**src/rtl/logic_axi4_stream_arbiter_mux_pkg.sv**
```systemverilog
`default_nettype none
// +--------------------------------------------------------------------------+
// | logic_axi4_stream_arbiter_mux_pkg                                        |
// | Shared types and helpers for the N:1 AXI4-Stream arbiter mux.            |
// | Revision: 1.0                                                            |
// +--------------------------------------------------------------------------+
package logic_axi4_stream_arbiter_mux_pkg;

  typedef enum logic {
    ROUND_ROBIN = 1'b0,
    PRIORITY    = 1'b1
  } arbitration_t;

  typedef enum logic {
    IDLE   = 1'b0,
    LOCKED = 1'b1
  } state_t;

  // Index width that stays legal for a single-input configuration.
  function automatic int idx_width(input int n);
    return (n > 1) ? $clog2(n) : 1;
  endfunction

endpackage
`default_nettype wire

```
**src/rtl/logic_arbiter_round_robin.sv**
```systemverilog
`default_nettype none
// +--------------------------------------------------------------------------+
// | logic_arbiter_round_robin                                                |
// | Combinational rotating / fixed-priority request arbiter.                 |
// | Revision: 1.0                                                            |
// +--------------------------------------------------------------------------+
module logic_arbiter_round_robin
  import logic_axi4_stream_arbiter_mux_pkg::*;
#(
  parameter int N  = 4,
  parameter int PW = idx_width(N)
) (
  input  logic [N-1:0]  i_req,
  input  logic [PW-1:0] i_ptr,
  input  logic          i_priority,
  output logic [N-1:0]  o_grant,
  output logic [PW-1:0] o_index,
  output logic          o_valid
);

  logic [PW-1:0]  w_base;
  logic [2*N-1:0] w_rot;
  int             w_sum;

  // Rotate a doubled request vector so the search always starts at bit 0.
  always_comb begin
    w_base  = i_priority ? '0 : i_ptr;
    w_rot   = {i_req, i_req} >> w_base;
    w_sum   = 0;
    o_grant = '0;
    o_index = '0;
    o_valid = 1'b0;
    for (int j = 0; j < N; j++) begin
      if (!o_valid && w_rot[j]) begin
        o_valid = 1'b1;
        w_sum   = int'(w_base) + j;
        if (w_sum >= N) begin
          w_sum = w_sum - N;
        end
        o_index = PW'(w_sum);
      end
    end
    if (o_valid) begin
      o_grant = N'(1) << o_index;
    end
  end

endmodule
`default_nettype wire

```
**src/rtl/logic_axi4_stream_arbiter_mux.sv**
```systemverilog
`default_nettype none
// +--------------------------------------------------------------------------+
// | logic_axi4_stream_arbiter_mux                                            |
// | N:1 AXI4-Stream mux, packet-locked arbitration, registered output stage. |
// | Revision: 1.0                                                            |
// +--------------------------------------------------------------------------+
module logic_axi4_stream_arbiter_mux
  import logic_axi4_stream_arbiter_mux_pkg::*;
#(
  parameter int INPUTS       = 4,
  parameter int TDATA_BYTES  = 4,
  parameter int TDEST_WIDTH  = 1,
  parameter int TUSER_WIDTH  = 1,
  parameter int TID_WIDTH    = 1,
  parameter int USE_TLAST    = 1,
  parameter int USE_TKEEP    = 1,
  parameter int USE_TSTRB    = 1,
  parameter int ARBITRATION  = 0,
  parameter int TID_FROM_SRC = 0
) (
  input  logic                            aclk,
  input  logic                            areset,
  input  logic [INPUTS-1:0]               rx_tvalid,
  input  logic [INPUTS-1:0]               rx_tlast,
  input  logic [INPUTS*TDATA_BYTES*8-1:0] rx_tdata,
  input  logic [INPUTS*TDATA_BYTES-1:0]   rx_tstrb,
  input  logic [INPUTS*TDATA_BYTES-1:0]   rx_tkeep,
  input  logic [INPUTS*TDEST_WIDTH-1:0]   rx_tdest,
  input  logic [INPUTS*TUSER_WIDTH-1:0]   rx_tuser,
  input  logic [INPUTS*TID_WIDTH-1:0]     rx_tid,
  output logic [INPUTS-1:0]               rx_tready,
  output logic                            tx_tvalid,
  output logic                            tx_tlast,
  output logic [TDATA_BYTES*8-1:0]        tx_tdata,
  output logic [TDATA_BYTES-1:0]          tx_tstrb,
  output logic [TDATA_BYTES-1:0]          tx_tkeep,
  output logic [TDEST_WIDTH-1:0]          tx_tdest,
  output logic [TUSER_WIDTH-1:0]          tx_tuser,
  output logic [TID_WIDTH-1:0]            tx_tid,
  input  logic                            tx_tready
);

  localparam int   DW     = TDATA_BYTES * 8;
  localparam int   KW     = TDATA_BYTES;
  localparam int   PW     = idx_width(INPUTS);
  localparam logic c_prio = (ARBITRATION == int'(PRIORITY));

  state_t              r_state;
  state_t              w_state_next;
  logic [PW-1:0]       r_grant;
  logic [PW-1:0]       w_grant_next;
  logic [PW-1:0]       r_rr_ptr;
  logic [PW-1:0]       w_rr_ptr_next;

  logic [INPUTS-1:0]   w_arb_onehot;
  logic [PW-1:0]       w_arb_index;
  logic                w_arb_valid;
  logic [INPUTS-1:0]   w_tlast_in;
  logic [PW-1:0]       w_sel;
  logic                w_sel_valid;
  logic                w_sel_last;
  logic                w_stage_ready;
  logic                w_hs;

  logic [DW-1:0]          w_tdata;
  logic [KW-1:0]          w_tstrb;
  logic [KW-1:0]          w_tkeep;
  logic [TDEST_WIDTH-1:0] w_tdest;
  logic [TUSER_WIDTH-1:0] w_tuser;
  logic [TID_WIDTH-1:0]   w_tid;

  logic                   r_tx_tvalid;
  logic                   r_tx_tlast;
  logic [DW-1:0]          r_tx_tdata;
  logic [KW-1:0]          r_tx_tstrb;
  logic [KW-1:0]          r_tx_tkeep;
  logic [TDEST_WIDTH-1:0] r_tx_tdest;
  logic [TUSER_WIDTH-1:0] r_tx_tuser;
  logic [TID_WIDTH-1:0]   r_tx_tid;

  logic_arbiter_round_robin #(
    .N  (INPUTS),
    .PW (PW)
  ) u_arbiter (
    .i_req      (rx_tvalid),
    .i_ptr      (r_rr_ptr),
    .i_priority (c_prio),
    .o_grant    (w_arb_onehot),
    .o_index    (w_arb_index),
    .o_valid    (w_arb_valid)
  );

  assign w_tlast_in    = (USE_TLAST != 0) ? rx_tlast : '1;
  assign w_stage_ready = !r_tx_tvalid || tx_tready;

  always_ff @(posedge aclk or posedge areset) begin
    if (areset) begin
      r_state  <= IDLE;
      r_grant  <= '0;
      r_rr_ptr <= '0;
    end else begin
      r_state  <= w_state_next;
      r_grant  <= w_grant_next;
      r_rr_ptr <= w_rr_ptr_next;
    end
  end

  // A held lock keeps ready on the granted input even through tvalid gaps.
  always_comb begin
    w_state_next  = r_state;
    w_grant_next  = r_grant;
    w_rr_ptr_next = r_rr_ptr;
    w_sel         = w_arb_index;
    w_sel_valid   = w_arb_valid;
    rx_tready     = '0;
    if (r_state == LOCKED) begin
      w_sel       = r_grant;
      w_sel_valid = 1'b1;
    end
    if (w_sel_valid && !areset) begin
      rx_tready[w_sel] = w_stage_ready;
    end
    w_hs       = w_sel_valid && w_stage_ready && rx_tvalid[w_sel] && !areset;
    w_sel_last = w_tlast_in[w_sel];
    if (w_hs) begin
      if (w_sel_last) begin
        w_state_next = IDLE;
        if (!c_prio) begin
          w_rr_ptr_next = (w_sel == PW'(INPUTS - 1)) ? '0 : w_sel + PW'(1);
        end
      end else if (r_state == IDLE) begin
        w_state_next = LOCKED;
        w_grant_next = w_sel;
      end
    end
  end

  always_comb begin
    w_tdata = rx_tdata[w_sel*DW +: DW];
    w_tstrb = (USE_TSTRB != 0) ? rx_tstrb[w_sel*KW +: KW] : '1;
    w_tkeep = (USE_TKEEP != 0) ? rx_tkeep[w_sel*KW +: KW] : '1;
    w_tdest = rx_tdest[w_sel*TDEST_WIDTH +: TDEST_WIDTH];
    w_tuser = rx_tuser[w_sel*TUSER_WIDTH +: TUSER_WIDTH];
    w_tid   = (TID_FROM_SRC != 0) ? TID_WIDTH'(w_sel)
                                  : rx_tid[w_sel*TID_WIDTH +: TID_WIDTH];
  end

  always_ff @(posedge aclk or posedge areset) begin
    if (areset) begin
      r_tx_tvalid <= 1'b0;
      r_tx_tlast  <= 1'b0;
      r_tx_tdata  <= '0;
      r_tx_tstrb  <= '0;
      r_tx_tkeep  <= '0;
      r_tx_tdest  <= '0;
      r_tx_tuser  <= '0;
      r_tx_tid    <= '0;
    end else if (w_hs) begin
      r_tx_tvalid <= 1'b1;
      r_tx_tlast  <= w_sel_last;
      r_tx_tdata  <= w_tdata;
      r_tx_tstrb  <= w_tstrb;
      r_tx_tkeep  <= w_tkeep;
      r_tx_tdest  <= w_tdest;
      r_tx_tuser  <= w_tuser;
      r_tx_tid    <= w_tid;
    end else if (tx_tready) begin
      r_tx_tvalid <= 1'b0;
    end
  end

  assign tx_tvalid = r_tx_tvalid;
  assign tx_tlast  = r_tx_tlast;
  assign tx_tdata  = r_tx_tdata;
  assign tx_tstrb  = r_tx_tstrb;
  assign tx_tkeep  = r_tx_tkeep;
  assign tx_tdest  = r_tx_tdest;
  assign tx_tuser  = r_tx_tuser;
  assign tx_tid    = r_tx_tid;

endmodule
`default_nettype wire

```
**config.mk**
```make
export PLATFORM = sky130hd
export DESIGN_NAME = logic_axi4_stream_arbiter_mux
export DESIGN_NICKNAME = d
export VERILOG_FILES = /design/src/rtl/logic_axi4_stream_arbiter_mux_pkg.sv /design/src/rtl/logic_arbiter_round_robin.sv /design/src/rtl/logic_axi4_stream_arbiter_mux.sv
export SDC_FILE = /design/constraint.sdc
export NUM_CORES = 1
export LEC_CHECK = 0
export BUFFER_PORTS_ARGS = -buffer_cell sky130_fd_sc_hd__buf_2
export CAP_MARGIN = 40
export CORE_MARGIN = 2
export CORE_UTILIZATION = 38
export CTS_CLUSTER_SIZE = 25
export DETAILED_ROUTE_END_ITERATION = 12
export GPL_ROUTABILITY_DRIVEN = 0
export PLACE_DENSITY_LB_ADDON = 0.1
export SLEW_MARGIN = 5
export SYNTH_ARGS = -nofsm -noshare
export SYNTH_HDL_FRONTEND = slang
export SYNTH_HIERARCHICAL = 1
export SYNTH_SLANG_ARGS = --single-unit
```
**constraint.sdc**
```tcl
create_clock -name aclk -period 2.4 [get_ports aclk]
set_clock_uncertainty 0.1 [all_clocks]
set_input_delay 0.12 -clock aclk [delete_from_list [all_inputs] [get_ports aclk]]
set_output_delay 0.12 -clock aclk [all_outputs]
set_load 0.02 [all_outputs]
```
==> metrics.md, run 1 <==
| Metric | Value |
|---|---|
| Worst VDD drop | `0.559 mV` |
| Worst skew pair latency | `300 ps` |
| Slew HR | `0.557` |
| PnR worst setup slack | `-51.9 ps` |
| Wire length on met1 | `approximately 4000 um` |
| Capturing point of the worst reg2reg path | `tx_tkeep[1]$_DFFE_PP0P_` |
| Crit path required time | `2500 ps` |
| Final hold vios | `0` |
| Full die area | `9520 um^2` |
| MaxCap Viol Count | `0` |
| Avg WL per Cell | `16.4 um` |
| Met3 wire len | `a little over 600 um` |
| Worst r2r src | `r_rr_ptr[0]$_DFFE_PP0P_` |
| Crit Path Class | `flip-flop to flip-flop` |
| Unrepaired setup endpoints after global routing | `yes` |
| Setup_tns | `-685 ps` |
| IO Count | `232` |
| Failing checks | `setup timing` |
| Synth Cell Area | `~3300 um^2` |
| Fillers | `720` |
| Row cnt | `34` |
| Synth-to-Final Area Change | `57.1%` |
| ANT cells | `0` |
| DRT Wirelength | `9680 um` |
| Final #Nets | `667` |
| Starting Density | `0.387` |
| Worst Reg-to-Reg Cells | `11` |
| FF-to-FF setup slack | `-50 ps` |
| Clock transition at path regs | `roughly 100 ps` |
| CP Launch Type | `flip-flop` |
| Hold Startpoint | `tx_tready` |
| Synth warn | `6` |
| PortBufs | `231` |
| Initial antenna violation count | `1` |
| Met2 WL | `5050 um` |
| Residual DRC count | `0` |
| DP Wirelength | `7460 um` |
| Worst-case hold slack | `14.7 ps` |
| Clk buf depth | `2` |
| Slew Limit Fails | `0` |
| CTS tree | `done` |
| Pwr dens | `1280 nW/um^2` |
| Core area | `8590 um^2` |
| Synthesized area per cell | `roughly 15 um^2` |
| Final Critical Period | `2450 ps` |
| Hold EP | `tx_tvalid$_DFFE_PP0P_` |
| F_max | `roughly 410 MHz` |
| Overall Global Routing Usage | `0.201` |
| CP Data Arrival Time | `2550 ps` |
| Critical path fanouts, max | `7` |
| H-tree levels | `2` |
| End-of-flow core utilization | `0.608` |
| Top layer in use | `met5` |
| Tcrit/Tclk final | `1.02` |
| Clk root buf | `clkbuf_8` |
| Die Y | `slightly below 100 um` |
| HP Class | `primary input to flip-flop` |
| Vias in the first global route | `3101` |
| CTS Sinks | `50` |
| Worst-Margin Slew | `656 ps` |
| First-pass GRT wire length | `15200 um` |
| Status | `complete, but fails checks` |
| Die width | `97.6 um` |
| Drt first pass iters | `4` |
| Leakage power | `2.62 nW` |
| Gate Count Post-Synth | `approximately 220` |
| Starting DRT DRC Count | `39` |
| Worst Hold Path Cells | `3` |
| Crit. End Element | `flip-flop` |
| Post-route ant nets | `0` |
| Vias per Instance | `5.07` |
| Total grt overflow | `0` |
| Via count | `around 3000` |
| Ratio of cells with drive above 1 in the final layout | `0.788` |
| Largest net degree at the start of global routing | `28` |
| Setup violations, final | `26` |
| TritonCTS buffer count | `5` |
flip-flops by register name, indices dropped and copies added (netlist names):
name,count
r_grant,2
r_rr_ptr,2
r_state,1
tx_tdata,32
tx_tdest,1
tx_tid,1
tx_tkeep,4
tx_tlast,1
tx_tstrb,4
tx_tuser,1
tx_tvalid,1
routing by layer:
| layer | vias up | global-route usage |
|---|---|---|
| met5 | - | 0 |
| met4 | 2 | 0.0502 |
| met3 | 9 | 0.0417 |
| met2 | 113 | 0.360 |
| met1 | 1481 | 0.248 |
| li1 | 1381 | - |
how the worst max path moves through the flow:
| stage | cells after the start | slack, ps | from | end |
|---|---|---|---|---|
| 3_5_place_dp | 10 | -120 | r_rr_ptr[1]$_DFFE_PP0P_ | r_grant[1]$_DFFE_PP0P_ |
| 2_1_floorplan | 11 | -20 | r_rr_ptr[1]$_DFFE_PP0P_ | tx_tdata[12]$_DFFE_PP0P_ |
| 4_1_cts | 11 | -70 | r_rr_ptr[0]$_DFFE_PP0P_ | tx_tstrb[1]$_DFFE_PP0P_ |
| 3_3_place_gp | 10 | -90 | r_rr_ptr[1]$_DFFE_PP0P_ | r_grant[0]$_DFFE_PP0P_ |
| 5_1_grt | 11 | -210 | r_rr_ptr[0]$_DFFE_PP0P_ | tx_tdata[29]$_DFFE_PP0P_ |
| 6_report | 11 | -50 | r_rr_ptr[0]$_DFFE_PP0P_ | tx_tkeep[1]$_DFFE_PP0P_ |
timing repair:
action                     CTS  global route
resized for setup           21            47
hold buffers                 1             0
buffers inserted             7             1
hold endpoints to repair    23             0
setup endpoints to repair   49            53
gates cloned                 2             0
pin swaps                    1             5
layout by cell type (no fill, tap or decap), types with 2 or more instances in the layout:
cell / n
and2_4: 3
mux2i_1: 6
nand2_1: 3
conb_1: 6
ha_1: 2
dfrtp_1: 48
nor2_1: 7
clkbuf_8: 5
buf_2: 227
mux2_2: 14
nor2b_1: 4
inv_2: 2
nand2b_1: 6
mux2_4: 33
buf_6: 7
a21oi_1: 2
buf_4: 16
buf_16: 2
inv_1: 2
dfrtp_2: 2
and2_1: 2
mux4_2: 43
inv_4: 2
buf_12: 7
nor3_1: 2
power by group:
| part | leakage, nW | internal [mW] | switching [mW] |
|---|---|---|---|
| sequential | 0.588 | 1.29 | 0.259 |
| combinational | 1.98 | 2.55 | 1.98 |
| clock | 0.0585 | 0.313 | 0.302 |
| total | 2.62 | 4.15 | 2.54 |
critical path, stage by stage (launching register included):
cell and delay (ps):
dfrtp_2 470, nor3b_2 170, o21ai_1 70, o211ai_1 110, inv_2 80, mux2i_4 210, nand2b_1 80, a221o_1 340
nand2_4 130, buf_12 130, buf_16 120, mux2_2 330
cell type report:
type                       instances  area [um^2]  share of cell area
sequential                        50         1250               0.240
clock buffer                       5         68.8              0.0132
inverter                           6         27.5             0.00527
clock inverter                     3         43.8             0.00838
multi-input combinational        157         2160               0.413
tap                              108          135              0.0259
timing repair buffer             260         1540               0.295
stage by stage:
| step | instances | instance area (um^2) | setup WS, ps | power, mW |
|---|---|---|---|---|
| after floorplan | 229 | 3360 | -18.5 | 4.32 |
| after detailed placement | 570 | 4730 | -124 | 5.45 |
| after global placement | 570 | 4730 | -93.9 | 5.40 |
| after global routing | 589 | 5230 | -207 | 7.13 |
| after CTS | 588 | 5040 | -65.1 | 6.39 |
| final | 589 | 5230 | -51.9 | 6.70 |
Note: power is estimated with default switching activity, not from simulation.
==> run 2: changes to the inputs <==
- CORE_UTILIZATION: 38 -> 39
- CTS_BUF_LIST: not set -> sky130_fd_sc_hd__clkbuf_4
- SETUP_SLACK_MARGIN: not set -> 0.15
==> run 2 against run 1 <==
Against the previous run: the run still ends with setup timing left; die area down 2.5%; largest power group unchanged; sequential share of layout area down 0.58 points; cell count up 0.51%; total power up 2.7%; register-to-register slack worse by 70 ps; count of clock-buffer cells in the layout unchanged; final area up 2.5%; setup slack worse by 75 ps; combinational power up 8.8%; via count up 1.3%; flip-flop and latch count unchanged.
==> metrics.md, run 2 (synthesized netlist as in run 1, its figures left out) <==
| Metric | Value |
|---|---|
| Status | `complete, but fails checks (unchanged)` |
| Failing checks | `setup timing (unchanged)` |
| Clk root buf | `clkbuf_4 (was clkbuf_8)` |
| Final Critical Period | `2530 ps (was 2450 ps)` |
| Worst skew pair latency | `360 ps (was 300 ps)` |
| Worst-case hold slack | `79.8 ps (was 14.7 ps)` |
| Via count | `3025 (was 2986)` |
| Leakage power | `2.63 nW (was 2.62 nW)` |
| Fin area | `5360 um^2 (was 5230 um^2)` |
| Unrepaired setup endpoints after global routing | `yes (unchanged)` |
| PortBufs | `231 (unchanged)` |
| M1 GR Usage | `0.232 (was 0.248)` |
| Worst-Margin Slew | `638 ps (was 656 ps)` |
| Starting Density | `0.403 (was 0.387)` |
| MaxCap Viol Count | `0 (unchanged)` |
| Worst VDD drop | `0.712 mV (was 0.559 mV)` |
| Ratio of cells with drive above 1 in the final layout | `0.803 (was 0.788)` |
| F_max | `396 MHz (was 408 MHz)` |
| Worst path max stage delay | `460 ps (was 470 ps)` |
| Final hold vios | `0 (unchanged)` |
| Post-route ant nets | `0 (unchanged)` |
| FF-to-FF setup slack | `-130 ps (was -50 ps)` |
| Synth-to-Final Area Change | `61.0% (was 57.1%)` |
| Clock transition at path regs | `160 ps (was 100 ps)` |
| Met2 Usage GRT | `0.347 (was 0.360)` |
| Row cnt | `33 (was 34)` |
| Hold Startpoint | `rx_tdata[83] (was tx_tready)` |
| GR Util met3 | `0.0360 (was 0.0417)` |
| Pwr dens | `1280 nW/um^2 (about the same)` |
| Clk buf depth | `2 (unchanged)` |
| Worst Reg-to-Reg Cells | `10 (was 11)` |
| Critical path cell sequence | `nand2b_1 > a21boi_0 > o211ai_1 > inv_2 > nor2b_1 > o22ai_2 > a221o_1 > nand2_4 > buf_12 > mux2_2 (was nor3b_2 > o21ai_1 > o211ai_1 > inv_2 > mux2i_4 > nand2b_1 > a221o_1 > nand2_4 > buf_12 > buf_16 > mux2_2)` |
| Hold EP | `tx_tdata[19]$_DFFE_PP0P_ (was tx_tvalid$_DFFE_PP0P_)` |
| Avg WL per Cell | `17.6 um (was 16.4 um)` |
| Slew Limit Fails | `0 (unchanged)` |
| IO Count | `232 (unchanged)` |
| First-pass GRT wire length | `13600 um (was 15200 um)` |
| Final Power | `6.88 mW (was 6.70 mW)` |
| Core area | `8260 um^2 (was 8590 um^2)` |
| DRT Wirelength | `10400 um (was 9680 um)` |
| Residual DRC count | `0 (unchanged)` |
| Capturing point of the worst reg2reg path | `tx_tdata[11]$_DFFE_PP0P_ (was tx_tkeep[1]$_DFFE_PP0P_)` |
| Crit Path Class | `flip-flop to flip-flop (unchanged)` |
| CP Data Arrival Time | `2700 ps (was 2550 ps)` |
| Worst r2r src | `r_rr_ptr[1]$_DFFE_PP0P_ (was r_rr_ptr[0]$_DFFE_PP0P_)` |
| Die Y | `96.4 um (was 97.6 um)` |
| CTS Sinks | `50 (unchanged)` |
| Die width | `96.4 um (was 97.6 um)` |
| Initial antenna violation count | `0 (was 1)` |
| Crit. End Element | `flip-flop (unchanged)` |
| Max reg flops | `32 (unchanged)` |
| Commonest cells after routing, fill and taps aside | `buf_2 (227), dfrtp_1 (48), mux4_2 (43) (unchanged)` |
| Slowest cell on crit path | `dfrtp_2 (unchanged)` |
| Largest net degree at the start of global routing | `24 (was 28)` |
| Most Used Layer, Global Route | `met2 (unchanged)` |
| Critical path fanouts, max | `12 (was 7)` |
| ANT cells | `0 (unchanged)` |
| DP Wirelength | `7670 um (was 7460 um)` |
| CTS tree | `done (unchanged)` |
| Crit path required time | `2570 ps (was 2500 ps)` |
| TritonCTS buffer count | `5 (unchanged)` |
| Final #Nets | `673 (was 667)` |
| Worst Hold Path Cells | `3 (unchanged)` |
| CP Launch Type | `flip-flop (unchanged)` |
| PnR worst setup slack | `-127 ps (was -51.9 ps)` |
| Drt first pass iters | `4 (unchanged)` |
| HP Class | `primary input to flip-flop (unchanged)` |
| Total grt overflow | `0 (unchanged)` |
| Starting DRT DRC Count | `49 (was 39)` |
| Slew HR | `0.569 (was 0.557)` |
| H-tree levels | `2 (unchanged)` |
| Overall Global Routing Usage | `0.193 (was 0.201)` |
| Vias in the first global route | `2845 (was 3101)` |
| Vias per Instance | `5.11 (was 5.07)` |
| DP Area | `4750 um^2 (was 4730 um^2)` |
| Setup violations, final | `52 (was 26)` |
| Fillers | `693 (was 720)` |
| Full die area | `9290 um^2 (was 9520 um^2)` |
| Commonest non-fill, non-tap cell in the layout | `buf_2 (unchanged)` |
| Tcrit/Tclk final | `1.05 (was 1.02)` |
## run 2: changes by cell type in the layout (fill, tap and decap cells not counted), moves of 3 or more
cell,delta
clkbuf_16,+3
clkbuf_4,+5
clkbuf_8,-5
ha_4,+3
mux2_2,+4
mux2_4,-4
mux2i_1,-3
## run 2: worst max-delay path by stage
stage                             from                  endpoint  slack [ps]  depth (start not counted)
2_1_floorplan  r_rr_ptr[0]$_DFFE_PP0P_  tx_tdata[12]$_DFFE_PP0P_          70                         11
3_5_place_dp   r_rr_ptr[0]$_DFFE_PP0P_   tx_tdata[5]$_DFFE_PP0P_         -70                         10
4_1_cts        r_rr_ptr[0]$_DFFE_PP0P_   tx_tkeep[2]$_DFFE_PP0P_        -120                         10
6_report       r_rr_ptr[1]$_DFFE_PP0P_  tx_tdata[11]$_DFFE_PP0P_        -130                         10
3_3_place_gp   r_rr_ptr[0]$_DFFE_PP0P_  tx_tdata[24]$_DFFE_PP0P_         -20                         10
5_1_grt        r_rr_ptr[0]$_DFFE_PP0P_  tx_tdata[24]$_DFFE_PP0P_        -270                         10
## run 2: layout make-up
class / instances / area (um^2) / share of cell area
clock inverter: 3 / 20.0 / 0.00374
inverter: 6 / 32.5 / 0.00607
tap: 105 / 131 / 0.0245
clock buffer: 5 / 37.5 / 0.00701
sequential: 50 / 1250 / 0.234
timing repair buffer: 266 / 1660 / 0.310
multi-input combinational: 157 / 2220 / 0.415
## run 2: timing repair
item | CTS | global route
endpoints found under the setup margin | 53 | 54
buffers inserted | 9 | 4
hold buffers | 2 | 0
resized for setup | 35 | 39
pin swaps | 2 | 2
cloned | 1 | 4
hold endpoints to repair | 19 | 0
## run 2: routing by layer
layer | share of wire | up-vias
met1 | 0.40 | 1488
met4 | 0.021 | 0
met2 | 0.51 | 128
met3 | 0.065 | 19
met5 | 0 | -
li1 | - | 1390
## run 2: metrics by stage
stage | worst slack, ps | instances | util | setup TNS [ps]
3_3_place_gp | -24.0 | 564 | 0.575 | -828
3_5_place_dp | -66.8 | 564 | 0.575 | -2380
2_1_floorplan | 66.9 | 229 | - | 0
5_1_grt | -269 | 592 | 0.648 | -12000
6_report | -127 | 592 | 0.648 | -4580
4_1_cts | -120 | 584 | 0.613 | -4250
## run 2: critical path: cells and delay by family, from the launching register on
kind | cells | cell delay (ps)
muxes | 1 | 340
AOI/OAI and AO/OA | 4 | 790
and+or+nand+nor | 3 | 440
DFF | 1 | 460
buffers and inverters | 2 | 290
## run 2: where the power goes
part	leakage, nW	internal, mW	total, mW	switching [mW]
Clock	0.0292	0.115	0.397	0.281
Sequential	0.588	1.29	1.55	0.263
Combinational	2.02	2.80	4.93	2.14
Total	2.63	4.20	6.88	2.68
==> run 3: changes to the inputs <==
- BUFFER_PORTS_ARGS: -buffer_cell sky130_fd_sc_hd__buf_2 -> not set
- CORE_AREA: not set -> 2 2 89 91
- CORE_MARGIN: 2 -> not set
- CORE_UTILIZATION: 39 -> not set
- DIE_AREA: not set -> 0 0 91 93
- DONT_BUFFER_PORTS: not set -> 1
- clock period: 2.4 -> 2.7 ns (I/O delays scaled with it)
==> run 3 against run 2 <==
Against the previous run: the run now ends clean; sequential power rose by 23%; combinational power fell by 44%; clock power rose by 6.5%; fmax rose by 0.68%; largest power group unchanged; global-route usage rose by 0.83 points; cell count fell by 41%.
==> metrics.md, run 3 (synthesized netlist as in run 1, its figures left out) <==
| Metric | Value |
|---|---|
| Vias in the first global route | `2244 (was 2845)` |
| Final Critical Period | `2510 ps (was 2530 ps)` |
| Setup_tns | `0 ps (was -4580 ps)` |
| Unrepaired setup endpoints after global routing | `yes (unchanged)` |
| CTS tree | `done (unchanged)` |
| Max reg flops | `32 (unchanged)` |
| Worst-Margin Slew | `487 ps (was 638 ps)` |
| TritonCTS buffer count | `5 (unchanged)` |
| Status | `completed (was complete, but fails checks)` |
| Clock group share of total power | `0.084 (was 0.058)` |
| First-pass GRT wire length | `13000 um (was 13600 um)` |
| Crit. End Element | `flip-flop (unchanged)` |
| Part of the power in registers | `0.375 (was 0.225)` |
| CP Launch Type | `flip-flop (unchanged)` |
| Pwr dens | `1300 nW/um^2 (was 1280 nW/um^2)` |
| Fin cells | `349 (was 592)` |
| F_max | `398 MHz (was 396 MHz)` |
| Starting Density | `0.442 (was 0.403)` |
| Critical path cell sequence | `o21bai_1 > nand2_1 > o211ai_1 > inv_2 > mux2i_4 > nand2b_1 > a221o_1 > nand2_4 > buf_12 > mux2_2 (was nand2b_1 > a21boi_0 > o211ai_1 > inv_2 > nor2b_1 > o22ai_2 > a221o_1 > nand2_4 > buf_12 > mux2_2)` |
| Worst VDD drop | `0.857 mV (was 0.712 mV)` |
| Worst skew pair latency | `350 ps (was 360 ps)` |
| Avg WL per Cell | `26.2 um (was 17.6 um)` |
| Overall Global Routing Usage | `0.202 (was 0.193)` |
| Switching Fraction | `0.404 (was 0.390)` |
| H-tree levels | `2 (unchanged)` |
| Vias per Instance | `6.09 (was 5.11)` |
| Crit-path leading delay family | `compound AO/OA/AOI/OAI gates (unchanged)` |
| DP Area | `3510 um^2 (was 4750 um^2)` |
| Fin area | `3880 um^2 (was 5360 um^2)` |
| Clk root buf | `clkbuf_4 (unchanged)` |
| Commonest cells after routing, fill and taps aside | `dfrtp_1 (48), mux2_2 (47), mux4_2 (43) (was buf_2 (227), dfrtp_1 (48), mux4_2 (43))` |
| HP Class | `primary input to flip-flop (unchanged)` |
| Post-route ant nets | `0 (unchanged)` |
| Total grt overflow | `0 (unchanged)` |
| Hold EP | `tx_tdata[17]$_DFFE_PP0P_ (was tx_tdata[19]$_DFFE_PP0P_)` |
| Die Y | `93 um (was 96.4 um)` |
| Synth-to-Final Area Change | `16.6% (was 61.0%)` |
| Setup violations, final | `0 (was 52)` |
| Critical path fanouts, max | `20 (was 12)` |
| Leakage power | `1.51 nW (was 2.63 nW)` |
| Pint | `3.01 mW (was 4.20 mW)` |
| DRT Wirelength | `9150 um (was 10400 um)` |
| Initial antenna violation count | `1 (was 0)` |
| Via count | `2126 (was 3025)` |
| Crit path buf inv count | `2 (unchanged)` |
| IO Count | `232 (unchanged)` |
| Slowest cell on crit path | `dfrtp_2 (unchanged)` |
| MaxCap Viol Count | `0 (unchanged)` |
| Crit Path Class | `flip-flop to flip-flop (unchanged)` |
| Ratio of cells with drive above 1 in the final layout | `0.545 (was 0.803)` |
| CP Data Arrival Time | `2660 ps (was 2700 ps)` |
| Worst r2r src | `r_rr_ptr[1]$_DFFE_PP0P_ (unchanged)` |
| CTS Sinks | `50 (unchanged)` |
| Final #Nets | `433 (was 673)` |
| Clk buf depth | `2 (unchanged)` |
| Worst path max stage delay | `470 ps (was 460 ps)` |
| Residual DRC count | `0 (unchanged)` |
| Tcrit/Tclk final | `0.930 (was 1.05)` |
| Worst Reg-to-Reg Cells | `10 (unchanged)` |
| Slew HR | `0.670 (was 0.569)` |
| Full die area | `8460 um^2 (was 9290 um^2)` |
| Part of the power in combinational logic | `0.541 (was 0.717)` |
| Slew Limit Fails | `0 (unchanged)` |
| Clock transition at path regs | `150 ps (was 160 ps)` |
| Capturing point of the worst reg2reg path | `tx_tdata[24]$_DFFE_PP0P_ (was tx_tdata[11]$_DFFE_PP0P_)` |
| Crit path required time | `2850 ps (was 2570 ps)` |
| Worst Hold Path Cells | `2 (was 3)` |
| FF-to-FF setup slack | `190 ps (was -130 ps)` |
| Final hold vios | `0 (unchanged)` |
| # placed instances | `324 (was 564)` |
| Die width | `91 um (was 96.4 um)` |
| Hold Startpoint | `rx_tdata[17] (was rx_tdata[83])` |
| Commonest non-fill, non-tap cell in the layout | `dfrtp_1 (was buf_2)` |
| Starting DRT DRC Count | `42 (was 49)` |
| Drt first pass iters | `4 (unchanged)` |
| PortBufs | `0 (was 231)` |
| Switching power total | `2.05 mW (was 2.68 mW)` |
| Row cnt | `32 (was 33)` |
| DP Wirelength | `6960 um (was 7670 um)` |
| Largest net degree at the start of global routing | `34 (was 24)` |
| Core area | `7530 um^2 (was 8260 um^2)` |
[run 3: cell count changes in the layout (fill, tap and decap cells not counted), moves of 2 or more]
cell           change
buf_4             -10
dlygate4sd3_1      +4
and2_1             +2
mux2_2            +29
mux2i_1            +3
mux2i_4            -2
ha_1               +2
and2_4             -2
buf_2            -227
ha_4               -2
mux2_4            -29
buf_6              -4
[run 3: repair_timing]
| action | CTS | global route |
|---|---|---|
| cloned | 1 | 3 |
| endpoints found under the setup margin | 48 | 51 |
| pin swaps | 0 | 4 |
| hold buffers | 2 | 4 |
| gates resized for setup | 11 | 14 |
| endpoints found under the hold margin | 51 | 1 |
| setup buffers | 2 | 5 |
[run 3: routing by layer]
metal  GRT usage  wire, um  vias to the layer above
met2       0.366      5080                      112
met3      0.0782       792                        4
met5           0         0                        -
met4      0.0391        48                        0
li1            -         -                      908
met1       0.227      3230                     1102
[run 3: cell type report]
class | instances | area [um^2]
Antenna cell | 1 | 2.50
Clock inverter | 2 | 33.8
Clock buffer | 5 | 37.5
Tap cell | 102 | 128
Multi-Input combinational cell | 157 | 2020
Inverter | 6 | 27.5
Timing Repair Buffer | 26 | 382
Sequential cell | 50 | 1250
Fill cell | 691 | 3650
[run 3: how the worst max path moves through the flow]
| stage | from | endpoint | slack, ps | cells past startpoint |
|---|---|---|---|---|
| floorplan | r_rr_ptr[0]$_DFFE_PP0P_ | tx_tdata[12]$_DFFE_PP0P_ | 180 | 11 |
| global placement | r_rr_ptr[1]$_DFFE_PP0P_ | tx_tdata[23]$_DFFE_PP0P_ | 200 | 10 |
| detailed placement | r_rr_ptr[0]$_DFFE_PP0P_ | r_grant[1]$_DFFE_PP0P_ | 60 | 10 |
| CTS | r_rr_ptr[0]$_DFFE_PP0P_ | rx_tready[3] | 150 | 10 |
| global route | r_rr_ptr[1]$_DFFE_PP0P_ | tx_tstrb[0]$_DFFE_PP0P_ | 50 | 10 |
| finish | r_rr_ptr[1]$_DFFE_PP0P_ | tx_tdata[24]$_DFFE_PP0P_ | 190 | 10 |
[run 3: power by group through the flow]
stage               logic, mW  clock network, mW  registers [mW]
finish                   2.74              0.423            1.90
detailed placement       2.42                  0            1.92
floorplan                2.05                  0            1.78
global placement         2.30                  0            1.90
CTS                      2.55              0.437            1.90
global route             2.97              0.471            1.94
[run 3: stage by stage]
stage | total power, mW | util | worst slack (ps) | hold slack (ps)
floorplan | 3.82 | - | 177 | 233
global placement | 4.21 | 0.464 | 202 | 226
detailed placement | 4.34 | 0.466 | 56.1 | -54.7
CTS | 4.89 | 0.487 | 154 | 15.7
global route | 5.38 | 0.515 | 48.0 | 1.17
finish | 5.06 | 0.515 | 190 | 28.7
